===== src/rtl/bit3_comparator.sv =====
// bit3_comparator: registered magnitude comparator with one-hot gt/eq/lt result.
// Operands are sampled on in_valid; the result holds until the next sample.
// chg pulses for one cycle when a new result class differs from the held one.
// Optional macro BIT3_CMP_SIGNED_EN: when defined, operands compare as
// two's-complement signed values; otherwise they compare as unsigned.
module bit3_comparator #(
    parameter int WIDTH = 3
) (
    input  logic             clk,
    input  logic             rst_n,
    input  logic [WIDTH-1:0] a,
    input  logic [WIDTH-1:0] b,
    input  logic             in_valid,
    output logic             gt,
    output logic             eq,
    output logic             lt,
    output logic             out_valid,
    output logic             chg
);

    // Flipping the sign bit maps two's-complement ordering onto unsigned
    // ordering, so one unsigned compare chain serves both modes.
`ifdef BIT3_CMP_SIGNED_EN
    localparam logic [WIDTH-1:0] SIGN_FLIP = {1'b1, {(WIDTH-1){1'b0}}};
`else
    localparam logic [WIDTH-1:0] SIGN_FLIP = '0;
`endif

    logic [WIDTH-1:0] a_ord;
    logic [WIDTH-1:0] b_ord;
    logic [WIDTH:0]   gt_chain;
    logic [WIDTH:0]   lt_chain;

    logic gt_cmp, eq_cmp, lt_cmp;

    logic gt_reg, eq_reg, lt_reg, out_valid_reg, chg_reg;
    logic gt_next, eq_next, lt_next, out_valid_next, chg_next;

    assign a_ord = a ^ SIGN_FLIP;
    assign b_ord = b ^ SIGN_FLIP;

    // Ripple from LSB to MSB: a higher bit that differs overrides any
    // decision made by the lower bits; equal bits pass the lower decision up.
    assign gt_chain[0] = 1'b0;
    assign lt_chain[0] = 1'b0;

    generate
        for (genvar gi = 0; gi < WIDTH; gi++) begin : g_cmp_bit
            logic bit_same;
            assign bit_same         = ~(a_ord[gi] ^ b_ord[gi]);
            assign gt_chain[gi + 1] = (a_ord[gi] & ~b_ord[gi]) | (bit_same & gt_chain[gi]);
            assign lt_chain[gi + 1] = (~a_ord[gi] & b_ord[gi]) | (bit_same & lt_chain[gi]);
        end
    endgenerate

    // Equality is simply "neither greater nor less", which keeps the
    // three flags one-hot by construction.
    assign gt_cmp = gt_chain[WIDTH];
    assign lt_cmp = lt_chain[WIDTH];
    assign eq_cmp = ~gt_cmp & ~lt_cmp;

    // Next-state: capture a new result on in_valid, otherwise hold. The
    // pre-valid all-zero state never equals a one-hot result, so the first
    // sample after reset naturally raises chg.
    always_comb begin
        gt_next        = gt_reg;
        eq_next        = eq_reg;
        lt_next        = lt_reg;
        out_valid_next = out_valid_reg;
        chg_next       = 1'b0;
        if (in_valid) begin
            gt_next        = gt_cmp;
            eq_next        = eq_cmp;
            lt_next        = lt_cmp;
            out_valid_next = 1'b1;
            chg_next       = ({gt_cmp, eq_cmp, lt_cmp} != {gt_reg, eq_reg, lt_reg});
        end
    end

    // Result and status registers; reset clears everything immediately.
    always_ff @(posedge clk or negedge rst_n) begin
        if (!rst_n) begin
            gt_reg        <= 1'b0;
            eq_reg        <= 1'b0;
            lt_reg        <= 1'b0;
            out_valid_reg <= 1'b0;
            chg_reg       <= 1'b0;
        end else begin
            gt_reg        <= gt_next;
            eq_reg        <= eq_next;
            lt_reg        <= lt_next;
            out_valid_reg <= out_valid_next;
            chg_reg       <= chg_next;
        end
    end

    assign gt        = gt_reg;
    assign eq        = eq_reg;
    assign lt        = lt_reg;
    assign out_valid = out_valid_reg;
    assign chg       = chg_reg;

endmodule


===== config.mk =====
export PLATFORM = sky130hd
export DESIGN_NAME = bit3_comparator
export DESIGN_NICKNAME = d
export VERILOG_FILES = /design/src/rtl/bit3_comparator.sv
export SDC_FILE = /design/constraint.sdc
export NUM_CORES = 1
export LEC_CHECK = 0
export CORE_AREA = 2 2 39 41
export CTS_CLUSTER_SIZE = 40
export DETAILED_ROUTE_END_ITERATION = 12
export DIE_AREA = 0 0 41 43
export PLACE_DENSITY = 0.51
export SYNTH_ARGS = -nofsm -noshare
export SYNTH_HDL_FRONTEND = slang
export SYNTH_SLANG_ARGS = --single-unit

===== constraint.sdc =====
create_clock -name clk -period 2.57 [get_ports clk]
set_clock_uncertainty 0.1 [all_clocks]
set_input_delay 0.3855 -clock clk [delete_from_list [all_inputs] [get_ports clk]]
set_output_delay 0.3855 -clock clk [all_outputs]
set_load 0.05 [all_outputs]

==> reports/metrics.yaml <==
status:
  status: "finished clean"
yosys:
  ys.warnings.count: 0
  synth_mux_area_share_pct: 3.46
  synth_xor_area_share_pct: 0
  netlist_area_um2: 325
  yosys.area_share.adder_pct: 15.4
  avgSynthCellArea_um2: 9.57
  yosysUniqueCellTypes: 16
  yosysSeqAreaShare_pct: 38.5
  synth_simple_gate_area_share_pct: 18.8
  synth_seq_cells: 5
  synth_compound_gate_area_share_pct: 18.1
  synth_nets: 47
  synth_top_family_by_area: "simple AND/OR/NAND/NOR gates"
  netlist_instances: 34
layout:
  drive_gt1_share_pct: 9.80
  final_core_util_pct: 36.3
  syn_to_final_growth_pct: 54.2
  nets: 65
  fill_cells: 154
  final_common_cell: "clkdlybuf4s50_1"
  antenna_cells: 0
  fin_area_um2: 502
  final_cell_mix: "13 x clkdlybuf4s50_1, 5 x inv_1, 5 x dfrtp_1"
placement:
  gp_congestion: 0.607
  placed_area_um2: 475
  hpwlAfterDp_um: 531
  portBuffers: 13
critical_path:
  cp_top_family: "compound AO/OA/AOI/OAI gates"
  critPathCaptureType: "register"
  worst-path-buf-inv: 2
  cpMaxStageDelayCell: "clkdlybuf4s50_1"
  path_cells: "clkdlybuf4s50_1 > inv_1 > ha_1 > a21oi_1 > a21boi_1 > o2111a_1 > a311oi_1"
  slowest_delay_ns: 0.48
  required_ns: 2.61
  worst_ep_arrival_time_ns: 2.14
  critPathLaunchType: "input pin"
  reg2reg_slack_ns: 1.32
  crit_fanout: 4
  path_class: "in -> reg"
global_routing:
  antenna_found_initial: 0
  grt_usage_pct: 9.26
  grt_max_degree: 8
  grt-ovfl-total: 0
  grt_pass1_vias: 273
  grt_pass1_wl_um: 1060
run:
  max_cap_viol_count: 0
floorplan:
  rows: 14
  io_pins: 14
  die_h_um: 43
  die_w_um: 41
  core_um2: 1380
  dieArea_um2: 1760
  start_util_pct: 23.5
drt:
  via_count: 305
  drtIter0Drc: 7
  ant_nets: 0
  routed_wirelength_um: 626
  viasPerCell: 4.55
  drc: 0
  dr.pass1.iters: 2
  routedWlPerCell_um: 9.34
sta:
  setup_viol: 0
  fin_crit_sh_pct: 81.7
  hold_ws_ns: 0.271
  maxSlewViolCount: 0
  period_needed_ns: 2.10
  finalHoldViolCount: 0
  tns_ns: 0
  rsz0062_at_grt: "false"
  maxSlewHeadroom_pct: 67.0
  tightest_slew_ns: 0.493
  max_freq_mhz: 476
clock_tree:
  post_cts_buffers: 0
  cts_tree: "done"
  cts_max_level: 1
  clkTransAtPathRegs_ns: 0.04
  cts.sinks: 5
  clk_latency_ns: 0.24
  ctsLongestPathBuffers: 2
  ctsResizeCount: 0
  ctsHoldBuffers: 0
  cts-root-buf: "clkbuf_4"
  numCtsBuffers: 3
hold_path:
  worst_hold_path_type: "in -> async"
pwr:
  power_density_nw_per_um2: 552
  p_leak_nw: 0.229
  vdd_ir_drop_max_mv: 0.140
  p_total_uw: 277
metal layers:
| layer | GRT usage [%] | share of wire, % |
|---|---|---|
| met5 | 0 | 0 |
| met2 | 12.5 | 47 |
| met4 | 10.0 | 0 |
| met3 | 1.57 | 12 |
| met1 | 11.0 | 41 |
cell usage after synthesis, drive strengths merged:
cell type,count,share of area [%]
dfrtp,5,38
nand2b,1,1.9
nand4b,2,5.4
nand2,2,2.3
a21oi,2,3.1
mux2,1,3.5
and3b,1,2.7
or2,1,1.9
o2111a,1,3.5
a31oi,2,3.8
ha,4,15
o41ai,1,2.7
a21boi,1,2.3
a311oi,1,2.7
inv,5,5.8
nor2,4,4.6
final cells by class:
type                            count  area, um2  area share [%]
Clock buffer                        4       26.3            5.24
Inverter                            5       18.8            3.74
Sequential cell                     5        125            24.9
Timing Repair Buffer               13        130            25.9
Multi-Input combinational cell     24        181            36.2
Tap cell                           16       20.0            3.99
worst paths after layout:
| kind | from | endpoint | depth (start not counted) |
|---|---|---|---|
| max | a[2] | chg$_DFF_PN0_ | 7 |
| min | rst_n | gt$_DFFE_PN0P_ | 1 |
| max reg2reg | gt$_DFFE_PN0P_ | chg$_DFF_PN0_ | 3 |
| min reg2reg | out_valid$_DFFE_PN0P_ | out_valid$_DFFE_PN0P_ | 1 |
| max in group asynchronous | rst_n | chg$_DFF_PN0_ | 1 |
| min in group clk | out_valid$_DFFE_PN0P_ | out_valid$_DFFE_PN0P_ | 1 |
report_power, final:
group | internal, mW | switching (mW) | total (mW)
clock | 0.0585 | 0.0284 | 0.0869
combinational | 0.0402 | 0.0543 | 0.0945
sequential | 0.0874 | 0.00831 | 0.0957
through the flow:
step / setup WS [ns] / cells
2_1_floorplan: 0.848 / 34
4_1_cts: 0.473 / 67
6_report: 0.471 / 67
5_1_grt: 0.334 / 67
3_3_place_gp: 0.239 / 63
3_5_place_dp: 0.230 / 63
cells by family after synthesis:
kind of cell             Yosys count
buffers and inverters              5
AO/OA/AOI/OAI                      8
flip-flops                         5
AND/OR/NAND/NOR                   11
adder cells (fa/ha/maj)            4
multiplexers                       1
Note: power is estimated with default switching activity, not from simulation.
